[src/rtl/regfile_writeback.sv]
// Register-file write-back stage: arbitrates ALU and load results onto the
// single write port, formats load data, and tracks pending destinations.
module regfile_writeback #(
    parameter int XLEN = 32,
    parameter int NREG = 32,
    parameter int AW   = $clog2(NREG)
) (
    input  logic            clk_i,
    input  logic            rst_ni,
    input  logic            alu_valid_i,
    output logic            alu_ready_o,
    input  logic [AW-1:0]   alu_rd_i,
    input  logic [XLEN-1:0] alu_data_i,
    input  logic            lsu_valid_i,
    output logic            lsu_ready_o,
    input  logic [AW-1:0]   lsu_rd_i,
    input  logic [XLEN-1:0] lsu_data_i,
    input  logic [1:0]      lsu_size_i,
    input  logic            lsu_signed_i,
    input  logic [1:0]      lsu_byte_off_i,
    input  logic            iss_valid_i,
    input  logic [AW-1:0]   iss_rd_i,
    output logic            reg_wr_en_o,
    output logic [AW-1:0]   rd_addr_o,
    output logic [XLEN-1:0] wr_data_o,
    output logic [NREG-1:0] busy_o
);

    // High when the LSU wins the next conflict; flips after every conflict.
    logic            ptr_lsu;
    logic            conflict;
    logic            alu_acc;
    logic            lsu_acc;
    logic            acc;
    logic [AW-1:0]   acc_rd;
    logic [XLEN-1:0] acc_data;
    logic [XLEN-1:0] load_data;
    logic [NREG-1:0] busy_nxt;

    // Extract the addressed lane of the memory word and extend it to XLEN.
    function automatic logic [XLEN-1:0] format_load(
        input logic [XLEN-1:0] data,
        input logic [1:0]      size,
        input logic            sgn,
        input logic [1:0]      off
    );
        logic [7:0]  lane8;
        logic [15:0] lane16;
        logic [XLEN-1:0] res;
        lane8  = data[8*off +: 8];
        lane16 = data[16*off[1] +: 16];
        case (size)
            2'd0:    res = {{(XLEN-8){sgn & lane8[7]}}, lane8};
            2'd1:    res = {{(XLEN-16){sgn & lane16[15]}}, lane16};
            default: res = data;
        endcase
        return res;
    endfunction

    // Grant logic: single valid source always wins, pointer breaks ties.
    // Readies are forced low while reset is asserted.
    always_comb begin
        conflict    = alu_valid_i & lsu_valid_i;
        alu_ready_o = rst_ni & alu_valid_i & (~lsu_valid_i | ~ptr_lsu);
        lsu_ready_o = rst_ni & lsu_valid_i & (~alu_valid_i | ptr_lsu);
        alu_acc     = alu_ready_o;
        lsu_acc     = lsu_ready_o;
        acc         = alu_acc | lsu_acc;
        load_data   = format_load(lsu_data_i, lsu_size_i, lsu_signed_i, lsu_byte_off_i);
        acc_rd      = lsu_acc ? lsu_rd_i : alu_rd_i;
        acc_data    = lsu_acc ? load_data : alu_data_i;
    end

    // Scoreboard update: a completing write clears its bit, a new issue sets
    // it, and the issue is applied last so the newer owner keeps the bit.
    always_comb begin
        busy_nxt = busy_o;
        for (int i = 1; i < NREG; i++) begin
            if (acc && acc_rd == AW'(i)) begin
                busy_nxt[i] = 1'b0;
            end
            if (iss_valid_i && iss_rd_i == AW'(i)) begin
                busy_nxt[i] = 1'b1;
            end
        end
        busy_nxt[0] = 1'b0;
    end

    // Round-robin pointer flips only on a contested grant.
    always_ff @(posedge clk_i or negedge rst_ni) begin
        if (!rst_ni) begin
            ptr_lsu <= 1'b1;
        end else if (conflict) begin
            ptr_lsu <= ~ptr_lsu;
        end
    end

    // Registered write port; address/data hold when no write is produced.
    always_ff @(posedge clk_i or negedge rst_ni) begin
        if (!rst_ni) begin
            reg_wr_en_o <= 1'b0;
            rd_addr_o   <= '0;
            wr_data_o   <= '0;
        end else begin
            reg_wr_en_o <= acc && (acc_rd != '0);
            if (acc && (acc_rd != '0)) begin
                rd_addr_o <= acc_rd;
                wr_data_o <= acc_data;
            end
        end
    end

    // Pending-destination scoreboard register.
    always_ff @(posedge clk_i or negedge rst_ni) begin
        if (!rst_ni) begin
            busy_o <= '0;
        end else begin
            busy_o <= busy_nxt;
        end
    end

endmodule
[config.mk]
export PLATFORM = sky130hd
export DESIGN_NAME = regfile_writeback
export DESIGN_NICKNAME = d
export VERILOG_FILES = /design/src/rtl/regfile_writeback.sv
export SDC_FILE = /design/constraint.sdc
export NUM_CORES = 1
export LEC_CHECK = 0
export CAP_MARGIN = 10
export CORE_AREA = 2 2 84 118
export CTS_CLUSTER_SIZE = 10
export DETAILED_ROUTE_END_ITERATION = 6
export DIE_AREA = 0 0 86 120
export GPL_ROUTABILITY_DRIVEN = 1
export PLACE_DENSITY_LB_ADDON = 0.08
export SLEW_MARGIN = 10
export SYNTH_ARGS = -nofsm -noshare
export SYNTH_HDL_FRONTEND = slang
export SYNTH_SLANG_ARGS = --single-unit
[constraint.sdc]
create_clock -name clk_i -period 2.1 [get_ports clk_i]
set_input_delay 0.525 -clock clk_i [delete_from_list [all_inputs] [get_ports clk_i]]
set_output_delay 0.525 -clock clk_i [all_outputs]
set_load 0.05 [all_outputs]
==> results of run 1 <==
==> worst max path at each step <==
stage | startpoint | endpoint | slack, ns | cells past startpoint
CTS | alu_valid_i | busy_o[6] | 0.0003 | 8
global placement | alu_valid_i | wr_data_o[22] | -0.34 | 8
global route | wr_data_o[17] | wr_data_o[17] | 0.005 | 1
finish | wr_data_o[17] | wr_data_o[17] | 0.04 | 1
detailed placement | alu_valid_i | wr_data_o[20] | -0.41 | 8
floorplan | ptr_lsu | lsu_ready_o | 0.09 | 5
==> area by class of cell <==
class | instances | area share [%]
Timing Repair Buffer | 219 | 33.4
Multi-Input combinational cell | 321 | 31.2
Sequential cell | 70 | 27.2
Clock buffer | 10 | 3.71
Tap cell | 110 | 2.14
Clock inverter | 6 | 1.69
Inverter | 9 | 0.642
==> layer usage <==
| layer | GRT usage (%) | vias to the layer above | wire [um] |
|---|---|---|---|
| li1 | - | 2006 | - |
| met1 | 29.0 | 2021 | 5130 |
| met2 | 45.4 | 170 | 6850 |
| met3 | 5.30 | 25 | 765 |
| met4 | 11.9 | 0 | 401 |
| met5 | 0 | - | 0 |
==> cell usage after synthesis, types with 2 or more instances <==
cell type | count | area [um2]
a211oi_1 | 3 | 22.5
a21oi_1 | 19 | 95.1
a2bb2oi_1 | 4 | 35.0
a31oi_1 | 19 | 119
a32oi_1 | 2 | 17.5
a41oi_1 | 6 | 52.6
and3_1 | 9 | 56.3
buf_2 | 11 | 55.1
buf_4 | 4 | 30.0
buf_6 | 2 | 22.5
clkbuf_1 | 13 | 48.8
dfrtp_1 | 69 | 1730
inv_1 | 8 | 30.0
mux2_2 | 4 | 45.0
mux2i_1 | 8 | 80.1
nand2_1 | 54 | 203
nand2b_1 | 5 | 31.3
nand3_1 | 13 | 65.1
nand3b_1 | 8 | 60.1
nor2_1 | 26 | 97.6
nor2b_1 | 12 | 75.1
nor3_1 | 2 | 10.0
nor3_2 | 2 | 20.0
nor4_1 | 2 | 12.5
nor4b_1 | 4 | 35.0
o2111ai_1 | 2 | 17.5
o21ai_0 | 54 | 270
o221ai_1 | 4 | 35.0
o22ai_1 | 3 | 18.8
o31ai_1 | 35 | 263
or3_1 | 4 | 25.0
==> kinds of logic (layout without fill, tap and decap cells) <==
group	count (synthesis)	in the layout	share of synthesized area (%)
AO/OA/AOI/OAI	158	158	26.3
AND/OR/NAND/NOR	148	148	19.3
flip-flops	70	70	45.4
buffers and inverters	39	244	4.92
multiplexers	13	13	3.82
other	1	1	0.0970
XOR/XNOR	1	1	0.227
==> sequential cells by signal, summed over array words and instances (netlist names) <==
signal and count:
busy_o 31, ptr_lsu 1, rd_addr_o 5, reg_wr_en_o 1
wr_data_o 32
==> power breakdown <==
part           internal (mW)  switching [mW]  leakage [nW]
registers               1.72           0.244         0.824
logic                   1.18            2.06          1.72
clock network           1.19           0.575         0.172
total                   4.09            2.88          2.72
==> timing repair <==
item                       in CTS  in global routing
resized for setup              10                 21
hold endpoints to repair        0                  0
setup buffers                   1                  1
cloned                          0                  1
pin swaps                       0                  4
setup endpoints to repair      35                 61
==> through the flow <==
| step | area (um2) | utilization, % | setup TNS [ns] | hold WS, ns |
|---|---|---|---|---|
| 3_3_place_gp | 5940 | 63.8 | -17.59 | 0.469 |
| 6_report | 6430 | 69.2 | 0 | 0.177 |
| 4_1_cts | 6330 | 68.0 | 0 | 0.170 |
| 2_1_floorplan | 3860 | - | 0 | 0.229 |
| 5_1_grt | 6430 | 69.2 | 0 | 0.172 |
| 3_5_place_dp | 5940 | 63.8 | -21.13 | 0.474 |
==> flow_summary.toml, run 1 <==
[status]
outcome = "complete, no violations"

[global_route]
grt_max_degree = 51
grt_pass1_vias = 4270
antenna_found_initial = 0
grt-ovfl-total = 0
grt_pass1_wl_mm = 20.7
grt_usage_pct = 25.6

[clock_tree]
clkTransAtPathRegs_ns = 0.06
cts_buffers = 9
clock_path_buffers = 2
htree_levels = 3
clock_latency_ns = 0.33
cts_root_buffer = "clkbuf_16"
cts_tree = "done"
postCtsHoldBufs = 0
clkSinkCount = 70

[timing]
worst_slew_pin_slew_ns = 0.654
layout_min_cycle_time_ns = 2.06
slew_headroom_pct = 56.4
fmax_ghz = 0.486
maxSlewViolCount = 0
layout_setup_ws_ns = 0.0434
finalCritPeriodShare_pct = 97.9
clock-skew-final_ns = 0.00475
finalHoldViolations = 0
finalSetupViolations = 0
rsz0062_at_grt = "false"

[logic_synthesis]
ys.flop_type = "dfrtp_1"
yosys_warnings = 0
syn_area_um2 = 3860
synth-seq-cells = 70
yosysUniqueCellTypes = 50
syn-instance-count = 430
syn_avg_cell_area_um2 = 8.99
synth_edf_count = 0
syn_nets = 519
synth-seq-area-share_pct = 45.4
async_reset_ff_share_pct = 100

[finish]
final_common_cell = "clkdlybuf4s50_1"
layout-drive-gt1-share_pct = 19.4
syn2layout_area_growth_pct = 66.5
multi_input_area_um2 = 2010
regArea_um2 = 1750
most-common-layout-cells = "134 x clkdlybuf4s50_1, 69 x dfrtp_1, 66 x buf_4"
post_layout_nonfiller_instances = 745
insertedDiodeCount = 0
fill_cells = 723
fin_nets = 719

[placement]
hpwlAfterDp_mm = 9.94
gp_congestion = 0.886
port_buffers = 159
dp_cells = 726
post-place-ws_ns = -0.414

[floorplanning]
die_x_um = 86
initial_core_util_pct = 41.6
core_um2 = 9300
die_y_um = 120
ioPinCount = 161
num_rows = 42
fp.dieArea_um2 = 10300

[worst_setup_path]
r2r-end = "wr_data_o[20]"
path_max_fanout = 2
crit_path_start_kind = "flip-flop"
rrSetupSlack_ns = 0.20
cp_slowest_cell = "clkdlybuf4s50_1"
crit_family = "buffers and inverters"
path_cells = "clkdlybuf4s50_1"
end_kind = "primary output"
r2r-start = "ptr_lsu"
critPathBufInv = 1
arrival_ns = 1.53
critPathRequiredTime_ns = 1.57
max_stage_delay_ns = 0.82
path_class = "reg2out"
worst-r2r-cell-count = 7

[power_and_ir_drop]
p_leak_nw = 2.72
power.total_mw = 6.97
ir_drop_mv = 0.481
pwr_density_cell_nw_per_um2 = 1080

[job]
drv_cap = 0

[route]
via_per_inst = 5.67
dr.pass1.iters = 4
routedWlPerCell_um = 17.6
ant_nets = 0
drc = 0
drt-total-wl_mm = 13.1
num_vias = 4222
first_iter_violations = 205

[min_path]
hold_class = "in2async"
Power figures use the tool's default switching activity.
==> inputs of run 2 (changes only) <==
--- a/config.mk
+++ b/config.mk
@@ -5,13 +5,13 @@
 export SDC_FILE = /design/constraint.sdc
 export NUM_CORES = 1
 export LEC_CHECK = 0
-export CAP_MARGIN = 10
 export CORE_AREA = 2 2 84 118
 export CTS_CLUSTER_SIZE = 10
 export DETAILED_ROUTE_END_ITERATION = 6
 export DIE_AREA = 0 0 86 120
 export GPL_ROUTABILITY_DRIVEN = 1
 export PLACE_DENSITY_LB_ADDON = 0.08
+export SKIP_LAST_GASP = 1
 export SLEW_MARGIN = 10
 export SYNTH_ARGS = -nofsm -noshare
 export SYNTH_HDL_FRONTEND = slang
==> run 2 against run 1 <==
Against the previous run: power decreased by 0.10%; sequential share of layout area about the same; largest power group unchanged; hold slack gained 0.0026 ns; first-iteration DRC count up 8.3%; worst setup slack lost 0.021 ns; sequential cell count did not move; cell count unchanged; clock skew is 0.00080 ns higher.
==> flow_summary.toml, run 2 (synthesis results as in run 1) <==
[status]
outcome = "complete, no violations"

[floorplanning]
die_x_um = 86
initial_core_util_pct = 41.6
fp.dieArea_um2 = 10300
num_rows = 42
ioPinCount = 161
core_um2 = 9300
die_y_um = 120

[timing]
maxSlewViolCount = 0
finalSetupViolations = 0
fmax_ghz = 0.481
hold-worst-slack_ns = 0.180
clock-skew-final_ns = 0.00555
layout_setup_ws_ns = 0.0228
finalHoldViolations = 0
finalCritPeriodShare_pct = 98.9
worst_slew_pin_slew_ns = 0.637
setup_tns_ns = 0
rsz0062_at_grt = "true"
slew_headroom_pct = 57.6
layout_min_cycle_time_ns = 2.08

[route]
ant_nets = 0
via_per_inst = 5.60
num_vias = 4172
drc = 0
drt-total-wl_mm = 13.1
first_iter_violations = 222
dr.pass1.iters = 4
routedWlPerCell_um = 17.5

[power_and_ir_drop]
ir_drop_mv = 0.481
p_leak_nw = 2.71
pwr_density_cell_nw_per_um2 = 1080

[clock_tree]
clkTransAtPathRegs_ns = 0.06
htree_levels = 3
cts_buffers = 9
clkSinkCount = 70
cts_tree = "done"
clock_path_buffers = 2
clock_latency_ns = 0.33
cts_root_buffer = "clkbuf_16"

[finish]
post_layout_nonfiller_instances = 745
post-route-util_pct = 69.1
multi_input_area_um2 = 2000
top_regs = "wr_data_o x32, busy_o x31, rd_addr_o x5"
regArea_um2 = 1750
fin_nets = 719
final_common_cell = "clkdlybuf4s50_1"
layout-drive-gt1-share_pct = 19.2
largest_register_ff_count = 32
syn2layout_area_growth_pct = 66.3
insertedDiodeCount = 0
most-common-layout-cells = "135 x clkdlybuf4s50_1, 69 x dfrtp_1, 66 x buf_4"
fill_cells = 726
regMostFlops = "wr_data_o"

[worst_setup_path]
critPathRequiredTime_ns = 1.57
arrival_ns = 1.55
max_stage_delay_ns = 0.82
end_kind = "primary output"
path_cells = "clkdlybuf4s50_1"
path_class = "reg2out"
crit_path_start_kind = "flip-flop"
cp-startpoint = "wr_data_o[20]"
cp_slowest_cell = "clkdlybuf4s50_1"
critPathBufInv = 1
r2r-start = "ptr_lsu"
crit_family = "buffers and inverters"
path_max_fanout = 2

[global_route]
grt_pass1_wl_mm = 20.6
grt_pass1_vias = 4273
grt_max_degree = 51
grt-ovfl-total = 0
grt_usage_pct = 25.5
antenna_found_initial = 0

[min_path]
hold_class = "in2async"

[placement]
hpwlAfterDp_mm = 9.94
post-place-ws_ns = -0.414
dp_cells = 726
port_buffers = 159
gp_congestion = 0.886

[job]
drv_cap = 0
## run 2: cell types whose count changed in the layout (fill, tap and decap cells not counted), sizes merged
cell | before | now
dlymetal6s2s | 7 | 6
clkdlybuf4s50 | 134 | 135
## run 2: final cells by class
| type | instances | share of cell area, % |
|---|---|---|
| Multi-Input combinational cell | 321 | 31.1 |
| Tap cell | 110 | 2.14 |
| Clock buffer | 10 | 3.72 |
| Inverter | 9 | 0.642 |
| Sequential cell | 70 | 27.3 |
| Clock inverter | 6 | 1.69 |
| Timing Repair Buffer | 219 | 33.4 |
## run 2: final timing paths
check | endpoint | slack, ns | cells after the start
min in group clk_i | wr_data_o[3] | 0.48 | 2
setup reg to reg | wr_data_o[20] | 0.20 | 7
setup / recovery | wr_data_o[20] | 0.02 | 1
hold / removal | ptr_lsu | 0.18 | 1
hold reg to reg | wr_data_o[3] | 0.48 | 2
max in group asynchronous | reg_wr_en_o | 1.29 | 2
## run 2: per-layer routing
layer	vias to the layer above	track usage [%]	part of all wire (%)	routed length (um)
met5	-	0	0	0
met2	156	45.1	53	6910
li1	2006	-	-	-
met1	1986	28.8	39	5060
met3	24	5.30	5.5	721
met4	0	12.2	3.0	386
## run 2: timing repair
action,in CTS,in global routing
setup buffers,1,1
hold buffers,0,0
cloned,0,1
setup endpoints to repair,35,58
pin swaps,0,4
gates resized for setup,9,20
## run 2: where the power goes
| group | switching, mW | internal [mW] | leakage (nW) |
|---|---|---|---|
| clock network | 0.571 | 1.19 | 0.172 |
| logic | 2.05 | 1.18 | 1.71 |
| registers | 0.246 | 1.72 | 0.824 |
| total | 2.87 | 4.09 | 2.71 |
## run 2: metrics by stage
stage          total power [mW]  cell area [um2]
2_1_floorplan              3.86             3860
3_3_place_gp               5.10             5940
3_5_place_dp               5.15             5940
4_1_cts                    6.96             6320
5_1_grt                    7.26             6430
6_report                   6.96             6430
